File: src/rtl/load_store_unit.sv
// RV32I load/store unit: single outstanding data-memory access with lane steering,
// sign extension, fault detection and a bounded wait for the memory acknowledge.
module load_store_unit #(
  parameter int unsigned TIMEOUT_CYCLES = 255
) (
  input  logic        clk,
  input  logic        rst,
  input  logic        valid_i,
  input  logic        we_i,
  input  logic [2:0]  funct3_i,
  input  logic [31:0] addr_i,
  input  logic [31:0] wdata_i,
  output logic        mem_req_o,
  output logic        mem_we_o,
  output logic [31:0] mem_addr_o,
  output logic [31:0] mem_wdata_o,
  output logic [3:0]  mem_mask_o,
  input  logic        mem_ack_i,
  input  logic [31:0] mem_rdata_i,
  output logic        stall_o,
  output logic        done_o,
  output logic [31:0] rdata_o,
  output logic [1:0]  fault_o
);

  localparam int unsigned CNT_W = 16;
  localparam logic [CNT_W-1:0] TMO_LAST = CNT_W'(TIMEOUT_CYCLES - 1);

  localparam logic [1:0] FAULT_OK    = 2'b00;
  localparam logic [1:0] FAULT_ALIGN = 2'b01;
  localparam logic [1:0] FAULT_F3    = 2'b10;
  localparam logic [1:0] FAULT_TMO   = 2'b11;

  typedef enum logic [1:0] {IDLE, REQ, DONE} state_t;

  state_t           state_q, state_d;
  logic [CNT_W-1:0] cnt_q, cnt_d;
  logic             we_q, we_d;
  logic [2:0]       funct3_q, funct3_d;
  logic [31:0]      addr_q, addr_d;
  logic [31:0]      mem_wdata_q, mem_wdata_d;
  logic [3:0]       mem_mask_q, mem_mask_d;
  logic             done_q, done_d;
  logic [1:0]       fault_q, fault_d;
  logic [31:0]      rdata_q, rdata_d;

  logic             illegal_c;
  logic             misalign_c;
  logic [3:0]       st_mask_c;
  logic [31:0]      st_data_c;
  logic [31:0]      shifted_c;
  logic [31:0]      ld_data_c;

  // Request decode on the live inputs, used only in the accepting IDLE cycle.
  always_comb begin
    if (we_i) illegal_c = (funct3_i != 3'b000) && (funct3_i != 3'b001) && (funct3_i != 3'b010);
    else      illegal_c = (funct3_i == 3'b011) || (funct3_i == 3'b110) || (funct3_i == 3'b111);
    misalign_c = ((funct3_i[1:0] == 2'b01) && addr_i[0]) ||
                 ((funct3_i[1:0] == 2'b10) && (addr_i[1:0] != 2'b00));
    case (funct3_i[1:0])
      2'b00: begin
        st_mask_c = 4'b0001 << addr_i[1:0];
        st_data_c = {4{wdata_i[7:0]}};
      end
      2'b01: begin
        st_mask_c = 4'b0011 << {addr_i[1], 1'b0};
        st_data_c = {2{wdata_i[15:0]}};
      end
      default: begin
        st_mask_c = 4'b1111;
        st_data_c = wdata_i;
      end
    endcase
  end

  // Load lane extraction from the acknowledged read word.
  always_comb begin
    shifted_c = mem_rdata_i >> {addr_q[1:0], 3'b000};
    case (funct3_q)
      3'b000:  ld_data_c = {{24{shifted_c[7]}}, shifted_c[7:0]};
      3'b100:  ld_data_c = {24'h000000, shifted_c[7:0]};
      3'b001:  ld_data_c = {{16{shifted_c[15]}}, shifted_c[15:0]};
      3'b101:  ld_data_c = {16'h0000, shifted_c[15:0]};
      default: ld_data_c = mem_rdata_i;
    endcase
  end

  always_comb begin
    state_d     = state_q;
    cnt_d       = cnt_q;
    we_d        = we_q;
    funct3_d    = funct3_q;
    addr_d      = addr_q;
    mem_wdata_d = mem_wdata_q;
    mem_mask_d  = mem_mask_q;
    done_d      = 1'b0;
    fault_d     = FAULT_OK;
    rdata_d     = 32'h0;
    case (state_q)
      IDLE: begin
        if (valid_i) begin
          we_d        = we_i;
          funct3_d    = funct3_i;
          addr_d      = addr_i;
          mem_wdata_d = st_data_c;
          mem_mask_d  = st_mask_c;
          cnt_d       = '0;
          if (illegal_c) begin
            state_d = DONE;
            done_d  = 1'b1;
            fault_d = FAULT_F3;
          end else if (misalign_c) begin
            state_d = DONE;
            done_d  = 1'b1;
            fault_d = FAULT_ALIGN;
          end else begin
            state_d = REQ;
          end
        end
      end
      REQ: begin
        if (mem_ack_i) begin
          state_d = DONE;
          done_d  = 1'b1;
          rdata_d = we_q ? 32'h0 : ld_data_c;
        end else if (cnt_q == TMO_LAST) begin
          state_d = DONE;
          done_d  = 1'b1;
          fault_d = FAULT_TMO;
        end else begin
          cnt_d = cnt_q + CNT_W'(1);
        end
      end
      DONE:    state_d = IDLE;
      default: state_d = IDLE;
    endcase
  end

  always_ff @(posedge clk) begin
    if (rst) begin
      state_q     <= IDLE;
      cnt_q       <= '0;
      we_q        <= 1'b0;
      funct3_q    <= 3'b000;
      addr_q      <= 32'h0;
      mem_wdata_q <= 32'h0;
      mem_mask_q  <= 4'b0000;
      done_q      <= 1'b0;
      fault_q     <= FAULT_OK;
      rdata_q     <= 32'h0;
    end else begin
      state_q     <= state_d;
      cnt_q       <= cnt_d;
      we_q        <= we_d;
      funct3_q    <= funct3_d;
      addr_q      <= addr_d;
      mem_wdata_q <= mem_wdata_d;
      mem_mask_q  <= mem_mask_d;
      done_q      <= done_d;
      fault_q     <= fault_d;
      rdata_q     <= rdata_d;
    end
  end

  assign mem_req_o   = (state_q == REQ);
  assign mem_we_o    = we_q;
  assign mem_addr_o  = {addr_q[31:2], 2'b00};
  assign mem_wdata_o = mem_wdata_q;
  assign mem_mask_o  = mem_mask_q;
  assign stall_o     = ((state_q == IDLE) && valid_i) || (state_q == REQ);
  assign done_o      = done_q;
  assign fault_o     = fault_q;
  assign rdata_o     = rdata_q;

endmodule

File: config.mk
export PLATFORM = sky130hd
export DESIGN_NAME = load_store_unit
export DESIGN_NICKNAME = d
export VERILOG_FILES = /design/src/rtl/load_store_unit.sv
export SDC_FILE = /design/constraint.sdc
export NUM_CORES = 1
export LEC_CHECK = 0
export CAP_MARGIN = 20
export CORE_ASPECT_RATIO = 0.7
export CORE_UTILIZATION = 45
export CTS_CLUSTER_SIZE = 12
export DETAILED_ROUTE_END_ITERATION = 7
export PLACE_DENSITY = 0.84
export SLEW_MARGIN = 10
export SYNTH_ARGS = -nofsm -noshare
export SYNTH_HDL_FRONTEND = slang
export SYNTH_SLANG_ARGS = --single-unit
File: constraint.sdc
create_clock -name clk -period 3.1 [get_ports clk]
set_input_delay 0.62 -clock clk [delete_from_list [all_inputs] [get_ports clk]]
set_output_delay 0.62 -clock clk [all_outputs]
set_load 0.05 [all_outputs]
==> results.md <==
- The repair_antennas step left the layout with diodes totalling 0.
- The share of cells above drive strength 1 is 0.0625.
- The final weighted congestion in routability-driven placement is 0.861.
- The data required time at the worst endpoint is 2.48 ns.
- The TritonCTS clock tree is yes.
- The y dimension of the die is 94.8 um.
- The worst-path maximum fanout is 9.
- The most common cell after layout, fill and taps aside is sky130_fd_sc_hd__clkdlybuf4s50_1.
- In this run, post-CTS hold repair placed 0 buffers.
- The period utilization is 0.836.
- The initial antenna violation count was 0.
- The number of cells on the critical path is 3.
- Once detailed placement completed, the half-perimeter wirelength came to 11.6 mm.
- The slowest cell on the critical path is sky130_fd_sc_hd__clkdlybuf4s50_1.
- The clock root buffer is sky130_fd_sc_hd__clkbuf_16.
- The initial core utilization is 0.467.
- Buffers inserted during clock tree synthesis total 17.
- The flow ran to the end, and the final reports show no timing, DRC or antenna violations.
- For the final routed database, the setup TNS stands at 0 ns.
- The global-route congestion overflow total is 0.
- The number of global-route vias before repair is 5111.
- The overall fraction of global-route tracks in use is 0.252.
- The worst hold-check slack is 0.455 ns.
- The library cells used most frequently in the layout, excluding fill and tap cells, are sky130_fd_sc_hd__clkdlybuf4s50_1 (204), sky130_fd_sc_hd__nand2_1 (137), sky130_fd_sc_hd__dfxtp_1 (125).
- Among all flip-flop cells after synthesis, the most frequent one is sky130_fd_sc_hd__dfxtp_1.
- At the worst endpoint, the arrival time is 1.97 ns.
- 210 I/O pins were placed.
- The clock period could shrink to 2.59 ns.
- The count of buffering cells on the critical path with inverters included is 2.
- The startpoint of the most critical register-to-register path is addr_q[1]$_SDFFE_PP0P_.
- The number of standard cells after synthesis is 679.
- The first-pass GRT wire length is 25.1 mm.
- The number of distinct library cells after synthesis is 50.
- After synthesis the netlist holds a flip-flop and latch count of 125.
- The share of synthesized area in the top cell type comes to 0.452.
- The number of enable flip-flop cells after synthesis is 0.
- The growth of design area from synthesis to finish is 47.2%.
- The number of iterations in the first detailed-routing pass is 5.
- The floorplan step defined a die boundary enclosing 12700 um2.
- The number of nets in the final layout is 941.
- The setup fix buffers added after clock tree synthesis is 0.
- The pin count of the biggest net entering global routing is 80.
- The startpoint-to-endpoint class of the critical path is reg -> out.
- The count of nets left with antenna violations once routing finished came out at 0.
- The count of final setup violators is 0.
- During placement, the flow inserted port buffers numbering 207.
- The via count normalized by instance count is 5.40.
- STA classifies the critical path startpoint as a flop.
- The highest clock rate is 386 MHz.
- The tightest min-delay check is of the reg -> reg type.
- The core region is 11900 um2.
- Traced cell by cell, the critical path runs through nand2b_1 > inv_1 > clkdlybuf4s50_1.
- The insertion delay of the later-clocked pin in the worst-skew pair is 0.41 ns.
- The starting DRC count in detailed routing is 312.
- The peak per-stage delay on the critical path is 0.80 ns.
- The floorplan die width is 135 um.
- The largest delay contributor family on the critical path is buffers and inverters.
- At the pin with the least slew margin, the transition time is 0.841 ns.
- IR analysis of the VDD net gives a maximum drop of 0.414 mV.
- The remaining max-slew budget at the tightest pin is 0.440.
- Counting along the longest clock path gives a buffer depth of 2.
- Dividing the detail-routed wire length by the instance count gives 16.3 um.
- The worst hold path begins at addr_q[17]$_SDFFE_PP0P_.
- The synthesized area divided by synthesized cell count is 8.15 um2.
- The number of hold violations in the final report is 0.
- The total via count in the routed design is 5432.
- For this run, the number of Yosys warnings is 0.
- The worst register-to-register path has a depth of 4.
- The clock slew seen by the registers of the worst setup and hold paths is 0.06 ns.
- The maximum clock skew at final layout is 0.00975 ns.
- The post-cts sizing count is 0.
- The final number of max-transition violations is 0.
- Setup repair after global routing left no endpoint under its margin.
- For this run, the register share of the synthesized area comes to 0.452.
- The setup check on the worst reg-to-reg path leaves a slack of 0.88 ns.
- By area the synthesized netlist is led by sky130_fd_sc_hd__dfxtp_1 (45%), sky130_fd_sc_hd__nand2_1 (9.4%), sky130_fd_sc_hd__a21oi_1 (7.6%), sky130_fd_sc_hd__mux2i_1 (4.7%), sky130_fd_sc_hd__buf_4 (4.5%).
- The type of element capturing the critical path is an output pin.
- Of all cell types, the one taking the most synthesized area is sky130_fd_sc_hd__dfxtp_1.
- The max-cap violation count is 0.
- The total number of H-tree levels is 4.
- The number of DRC violations after detailed routing is 0.
- The area of the mapped netlist is 5530 um2.
- In this run the critical register-to-register path is captured at rdata_o[11]$_SDFF_PP0_.
- Along the worst hold path, the cell count comes to 2.
- The total clock sinks is 125.
- The analysis attributes to cell leakage a power of 3.18 nW.
- Counting flops with an async set or reset pin after synthesis yields a share of 0.
- The routed design has 16.4 mm of wire.
- The worst hold path terminates at addr_q[17]$_SDFFE_PP0P_.
- The power density relative to cell area is 608 nW/um2.
- The floorplan has 33 rows.
cell families after synthesis:
logic type               synth area share
AO/OA/AOI/OAI                       0.211
XOR/XNOR                          0.00317
adder cells (fa/ha/maj)           0.00452
multiplexers                       0.0531
AND/OR/NAND/NOR                     0.189
other                            0.000678
flip-flops                          0.452
buffers and inverters              0.0859
per-layer routing:
layer	GRT usage	part of all wire	up-vias
li1	-	-	2637
met1	0.309	0.43	2514
met2	0.422	0.47	264
met3	0.0751	0.092	17
met4	0.0861	0.011	0
met5	0	0	-
tightest hold or removal path: cells and delay by family (launching register included):
kind	cells	cell delay (ns)
and+or+nand+nor	1	0.05
DFF	1	0.31
AOI/OAI and AO/OA	1	0.05
flip-flops by register name, summed over array words and instances (netlist names):
| register | cells |
|---|---|
| mem_mask_o | 4 |
| state_q | 2 |
| done_o | 1 |
| mem_wdata_o | 32 |
| funct3_q | 3 |
| cnt_q | 16 |
| mem_we_o | 1 |
| fault_o | 2 |
| addr_q | 32 |
| rdata_o | 32 |
area by class of cell:
class                      count  area (um2)
inverter                       8        30.0
tap                          157         196
clock buffer                  19         433
timing repair buffer         219        2170
multi-input combinational    464        2570
sequential                   125        2500
fill                         898        3700
clock inverter                13         236
where the power goes:
part,switching (mW),internal [mW]
clock network,0.737,1.52
registers,0.0568,1.69
logic,0.583,0.369
cell usage after synthesis, drive strengths merged, types with 7 or more instances:
master    n
a21o     24
buf      47
nand2   138
mux2i    26
a311oi    8
nor2     40
nand3     7
a211oi   10
a21oi    84
clkbuf   36
dfxtp   125
o221ai    8
or3      10
nand2b    7
o21ai    47
inv       8
how the worst max path moves through the flow:
stage | slack [ns] | end | startpoint
finish | 0.51 | mem_req_o | state_q[0]$_SDFFE_PP0P_
global route | 0.43 | mem_req_o | state_q[0]$_SDFFE_PP0P_
CTS | 0.50 | mem_req_o | state_q[0]$_SDFFE_PP0P_
detailed placement | 0.31 | cnt_q[11]$_SDFFE_PP0P_ | mem_ack_i
global placement | 0.40 | cnt_q[11]$_SDFFE_PP0P_ | mem_ack_i
floorplan | 0.92 | cnt_q[13]$_SDFFE_PP0P_ | mem_ack_i
stage by stage:
stage / util / instances / power (mW) / setup slack [ns] / instance area (um2)
floorplan: - / 680 / 2.38 / 0.923 / 5540
global placement: 0.631 / 973 / 2.71 / 0.397 / 7480
detailed placement: 0.631 / 973 / 2.73 / 0.313 / 7480
CTS: 0.687 / 1005 / 4.98 / 0.503 / 8150
global route: 0.687 / 1005 / 5.14 / 0.427 / 8150
finish: 0.687 / 1005 / 4.95 / 0.510 / 8150
(Power assumes the default switching activity.)
